<file path="config.mk">
export PLATFORM = sky130hd
export DESIGN_NAME = icache
export DESIGN_NICKNAME = d
export VERILOG_FILES = /design/src/rtl/icache.sv
export SDC_FILE = /design/constraint.sdc
export NUM_CORES = 2
export LEC_CHECK = 0
export CAP_MARGIN = 30
export CORE_AREA = 2 2 641 388
export DETAILED_ROUTE_END_ITERATION = 8
export DIE_AREA = 0 0 643 390
export GPL_TIMING_DRIVEN = 0
export PLACE_DENSITY = 0.62
export SLEW_MARGIN = 20
export SYNTH_ARGS = -nofsm -noshare
export SYNTH_HDL_FRONTEND = slang
export SYNTH_SLANG_ARGS = --single-unit
</file>
<file path="constraint.sdc">
create_clock -name clk -period 6.35 [get_ports clk]
set_clock_uncertainty 0.2 [all_clocks]
set_input_delay 1.27 -clock clk [delete_from_list [all_inputs] [get_ports clk]]
set_output_delay 1.27 -clock clk [all_outputs]
set_load 0.005 [all_outputs]
</file>
<file path="src/rtl/icache.sv">
// icache: direct-mapped, read-only instruction cache in front of a slow
// backing instruction memory. Hits return the instruction combinationally;
// a miss stalls fetch and refills one line, one word at a time, in order.
//
// Ports:
//   clk, rst        clock and asynchronous active-low reset
//   pc              fetch address (bits [1:0] ignored)
//   instr, stall    looked-up instruction (0 while stalled) and stall flag
//   flush           invalidate every line (fence.i)
//   mem_req/addr    word read request toward backing memory
//   mem_valid/rdata returned word, accepted on the edge where mem_valid=1
module icache #(
    parameter int unsigned ADDRESS_WIDTH  = 32,
    parameter int unsigned DATA_WIDTH     = 32,
    parameter int unsigned LINES          = 16,
    parameter int unsigned WORDS_PER_LINE = 4
) (
    input  logic                     clk,
    input  logic                     rst,
    input  logic [ADDRESS_WIDTH-1:0] pc,
    output logic [DATA_WIDTH-1:0]    instr,
    output logic                     stall,
    input  logic                     flush,
    output logic                     mem_req,
    output logic [ADDRESS_WIDTH-1:0] mem_addr,
    input  logic                     mem_valid,
    input  logic [DATA_WIDTH-1:0]    mem_rdata
);

    localparam int unsigned WORD_W = $clog2(WORDS_PER_LINE);
    localparam int unsigned IDX_W  = $clog2(LINES);
    localparam int unsigned OFF_W  = WORD_W + 2;
    localparam int unsigned TAG_W  = ADDRESS_WIDTH - IDX_W - OFF_W;
    localparam int unsigned SLOTS  = LINES * WORDS_PER_LINE;

    typedef enum logic {
        S_IDLE,
        S_REFILL
    } state_e;

    state_e                        state_q, state_d;
    logic [LINES-1:0]              valid_q, valid_d;
    logic [LINES-1:0][TAG_W-1:0]   tag_q, tag_d;
    logic [ADDRESS_WIDTH-1:0]      line_base_q, line_base_d;
    logic [WORD_W-1:0]             beat_q, beat_d;
    logic                          flushed_q, flushed_d;
    logic                          data_we;
    logic [DATA_WIDTH-1:0]         data_q [SLOTS];

    // Address fields of the current fetch and of the line being refilled
    logic [WORD_W-1:0] pc_word;
    logic [IDX_W-1:0]  pc_idx;
    logic [TAG_W-1:0]  pc_tag;
    logic [IDX_W-1:0]  fill_idx;
    logic [TAG_W-1:0]  fill_tag;
    logic              hit;
    logic              unused_pc_bits;

    assign pc_word        = pc[2 +: WORD_W];
    assign pc_idx         = pc[OFF_W +: IDX_W];
    assign pc_tag         = pc[ADDRESS_WIDTH-1 -: TAG_W];
    assign fill_idx       = line_base_q[OFF_W +: IDX_W];
    assign fill_tag       = line_base_q[ADDRESS_WIDTH-1 -: TAG_W];
    assign unused_pc_bits = ^pc[1:0];

    // Lookup is only trusted while no refill is in progress
    assign hit   = valid_q[pc_idx] && (tag_q[pc_idx] == pc_tag) && (state_q == S_IDLE);
    assign stall = !hit;
    assign instr = hit ? data_q[{pc_idx, pc_word}] : '0;

    // Request outputs come straight from flops, so reset clears them at once
    assign mem_req  = (state_q == S_REFILL);
    assign mem_addr = line_base_q + ADDRESS_WIDTH'({beat_q, 2'b00});

    // Next-state logic for the refill FSM and the valid/tag arrays
    always_comb begin
        state_d     = state_q;
        valid_d     = valid_q;
        tag_d       = tag_q;
        line_base_d = line_base_q;
        beat_d      = beat_q;
        flushed_d   = flushed_q;
        data_we     = 1'b0;

        case (state_q)
            S_IDLE: begin
                if (!hit) begin
                    line_base_d     = {pc_tag, pc_idx, OFF_W'(0)};
                    valid_d[pc_idx] = 1'b0;
                    beat_d          = '0;
                    state_d         = S_REFILL;
                end
            end
            S_REFILL: begin
                if (flush) begin
                    flushed_d = 1'b1;
                end
                if (mem_valid) begin
                    data_we = 1'b1;
                    beat_d  = beat_q + WORD_W'(1);
                    if (beat_q == WORD_W'(WORDS_PER_LINE - 1)) begin
                        tag_d[fill_idx]   = fill_tag;
                        // A flush seen at any point of the refill leaves the line invalid
                        valid_d[fill_idx] = !(flushed_q || flush);
                        flushed_d         = 1'b0;
                        state_d           = S_IDLE;
                    end
                end
            end
            default: begin
                state_d = S_IDLE;
            end
        endcase

        // Flush wins over any valid bit set this cycle
        if (flush) begin
            valid_d = '0;
        end
    end

    // Control state, valid bits and tags
    always_ff @(posedge clk or negedge rst) begin
        if (!rst) begin
            state_q     <= S_IDLE;
            valid_q     <= '0;
            tag_q       <= '0;
            line_base_q <= '0;
            beat_q      <= '0;
            flushed_q   <= 1'b0;
        end else begin
            state_q     <= state_d;
            valid_q     <= valid_d;
            tag_q       <= tag_d;
            line_base_q <= line_base_d;
            beat_q      <= beat_d;
            flushed_q   <= flushed_d;
        end
    end

    // Data array, not reset; contents only observed behind a valid bit
    always_ff @(posedge clk) begin
        if (data_we) begin
            data_q[{fill_idx, beat_q}] <= mem_rdata;
        end
    end

endmodule

</file>
==> metrics.yaml <==
setup_path:
  cp_slowest_cell: "o22ai_2"
  crit_top_cell: "clkbuf_4"
  reg2reg_depth: 7
  cp_max_fo: 10
  max_stage_delay_ns: 0.60
  crit_required_ns: 4.88
  cp-start-kind: "primary input"
  reg2reg_slack_ns: 2.11
  path_class: "primary input to output pin"
  r2r_start: "mem_req"
  end_kind: "output pin"
  timing.rr.end: "tag_q[128]"
  worst_ep_arrival_time_ns: 5.06
  crit_chain: "clkbuf_4, buf_12, clkbuf_2, buf_6, nor2_2, nand2_2, clkbuf_4, o22ai_2, nor4_1, and3_1, dlygate4sd2_1"
synthesis:
  async_flop_share_pct: 17.4
  synth_compound_area_share_pct: 2.24
  synth_top_area_cell: "edfxtp_1"
  synth_top_family_by_area: "multiplexers"
  synthTopCellsByCount: "edfxtp_1 (2048), mux4_2 (607), dfrtp_1 (432)"
  yosys.area_share.simple_pct: 1.61
  synth_cell_types: 79
  synth_most_common_cell: "edfxtp_1"
  synth-seq-area-share_pct: 74.2
  synth_top_area_share_pct: 63.1
  synthAdderAreaFrac_pct: 0.0128
  syn_inst: 4585
  ys_ff_latch: 2480
  synth_area_leaders: "edfxtp_1 (63%), mux4_2 (14%), dfrtp_1 (11%)"
  syn-mean-instance-area_um2: 21.3
  yosysWarnings: 0
  synthFlopType: "edfxtp_1"
  muxShareOfSynthArea_pct: 20.3
  syn_area_um2: 97500
  synth-xor-area-share_pct: 0.287
  synth_edf_count: 2048
status:
  violations: "negative setup slack"
  status: "finished, violations left"
drt:
  drt_iter0_drc: 11910
  wl_um: 368000
  drc: 0
  viasPerCell: 6.54
  num_vias: 57249
  wl_per_cell_um: 42.0
  dr.pass1.iters: 6
  final_antenna_net_count: 0
power_and_ir_drop:
  p_int_w: 0.0294
  seqPwrFrac_pct: 50.6
  power.leakage_nw: 40.6
  switching_share_pct: 26.5
  power_w: 0.0400
  combPwrFrac_pct: 16.2
  clkPwrFrac_pct: 33.2
  p_sw_w: 0.0106
  ir_drop_mv: 0.228
  power.density_nw_per_um2: 338
global_routing:
  antenna_found_initial: 22
  grt_pass1_wl_um: 485000
  gr-total-overflow: 0
  grt_max_degree: 100
  grt_pass1_vias: 53193
  track_usage_pct: 28.8
sta:
  fin_ws_ns: -0.182
  rsz0062_at_grt: "yes"
  fmax_ghz: 0.153
  hold_viol: 0
  hold_slack_ns: 0.0584
  slew_headroom_pct: 27.2
  slew_violations: 0
  timing.setup.tns_ns: -2.42
  min_period_over_period_pct: 103
  tightest_slew_ns: 1.09
  period_needed_ns: 6.53
  setup_violations: 30
cells_and_area:
  drive_gt1_share_pct: 38.9
  syn2layout_area_growth_pct: 21.5
  nets: 5352
  final_util_pct: 48.4
  design_area_um2: 118000
placed_design:
  io_buffers: 123
  gp_congestion: 0.892
  postPlaceCellArea_um2: 109000
  dp.final_hpwl_um: 256000
clock_network:
  cts_made_buffers: 221
  htree_levels: 4
  clk_pin_slew_ns: 0.07
  cts_tree: "yes"
  clock_latency_ns: 0.89
  cts_root_buf: "clkbuf_16"
  clock-sinks: 2480
  cts_buffer_depth: 4
floorplanning:
  die_area_um2: 251000
  rows: 141
  fp.dieW_um: 643
  pin_count: 134
  design.core.area_um2: 245000
  start_util_pct: 39.8
  die_height_um: 390
hold_path:
  hp-class: "primary input to asynchronous set/reset pin"
run:
  maxCapViolations: 0
-- critical path, delay by kind of cell --
family / cells / cell delay (ns)
compound gates: 1 / 0.60
buf+inv: 6 / 1.62
simple gates: 4 / 1.53
-- layout make-up --
type	instances	area, um^2
Antenna cell	13	32.5
Buffer	277	2130
Clock buffer	299	6000
Clock inverter	95	832
Fill cell	19711	126000
Inverter	6	28.8
Multi-Input combinational cell	1817	25100
Sequential cell	2480	72300
Tap cell	3289	4120
Timing Repair Buffer	480	7890
-- flip-flops by register name (all words and copies together), names as in the netlist --
name	cells
valid_q	16
tag_q	384
line_base_q	28
beat_q	2
flushed_q	1
mem_req	1
data_q	2048
-- power by group through the flow --
stage / Combinational, W / Sequential (W) / Clock (W)
2_1_floorplan: 0.00321 / 0.0202 / 0
3_3_place_gp: 0.00519 / 0.0206 / 0
3_5_place_dp: 0.00590 / 0.0205 / 0
4_1_cts: 0.00620 / 0.0202 / 0.0133
5_1_grt: 0.00667 / 0.0204 / 0.0139
6_report: 0.00649 / 0.0202 / 0.0133
-- cell families after synthesis --
logic type | Yosys count
adder cells (fa/ha/maj) | 1
multiplexers | 1154
other | 1
AO/OA/AOI/OAI | 310
flip-flops | 2480
XOR/XNOR | 32
buffers and inverters | 289
AND/OR/NAND/NOR | 318
-- metal layers --
metal  part of all wire, %  GRT usage [%]  vias up  wire (um)
met5                  0.14          0.667        -        514
met4                   4.4           9.67       24      16200
met3                    18           14.1      932      66400
met2                    40           38.3     5227     146000
met1                    38           40.9    30585     139000
li1                      -              -    20481          -
-- what timing repair did --
item	CTS	global route
cloned	7	1
setup endpoints to repair	33	33
hold buffers	0	0
buffers inserted	54	17
gates resized for setup	441	55
pin swaps	25	19
-- how the worst max path moves through the flow --
| stage | from | end | slack, ns |
|---|---|---|---|
| floorplan | pc[4] | instr[22] | 0.85 |
| global placement | rst | tag_q[381] | -15.27 |
| detailed placement | pc[4] | instr[3] | -2.66 |
| CTS | pc[5] | instr[25] | -0.1 |
| global route | pc[6] | instr[26] | -0.08 |
| finish | pc[6] | instr[4] | -0.18 |
-- layout by cell type, fill, tap and decap left out, types with 26 or more instances in the layout --
| cell | Yosys | layout |
|---|---|---|
| nor2_4 | 1 | 70 |
| mux2i_1 | 112 | 95 |
| buf_16 | 0 | 122 |
| buf_12 | 4 | 142 |
| clkinv_1 | 0 | 42 |
| edfxtp_1 | 2048 | 2048 |
| clkdlybuf4s50_1 | 0 | 57 |
| clkbuf_2 | 0 | 62 |
| nand2_1 | 50 | 37 |
| a22oi_1 | 27 | 26 |
| clkinv_2 | 0 | 29 |
| a21oi_1 | 28 | 28 |
| o22ai_1 | 158 | 150 |
| buf_2 | 61 | 59 |
| nor2_1 | 134 | 60 |
| dfrtp_1 | 432 | 432 |
| buf_6 | 13 | 61 |
| clkbuf_1 | 171 | 143 |
| mux2_2 | 409 | 409 |
| mux4_2 | 607 | 607 |
| buf_4 | 8 | 93 |
| clkbuf_16 | 0 | 228 |
-- through the flow --
step,instances,worst slack [ns]
floorplan,4586,0.852
global placement,7998,-15.27
detailed placement,8272,-2.66
CTS,8722,-0.0982
global route,8744,-0.0786
finish,8756,-0.182
Power figures use the tool's default switching activity.
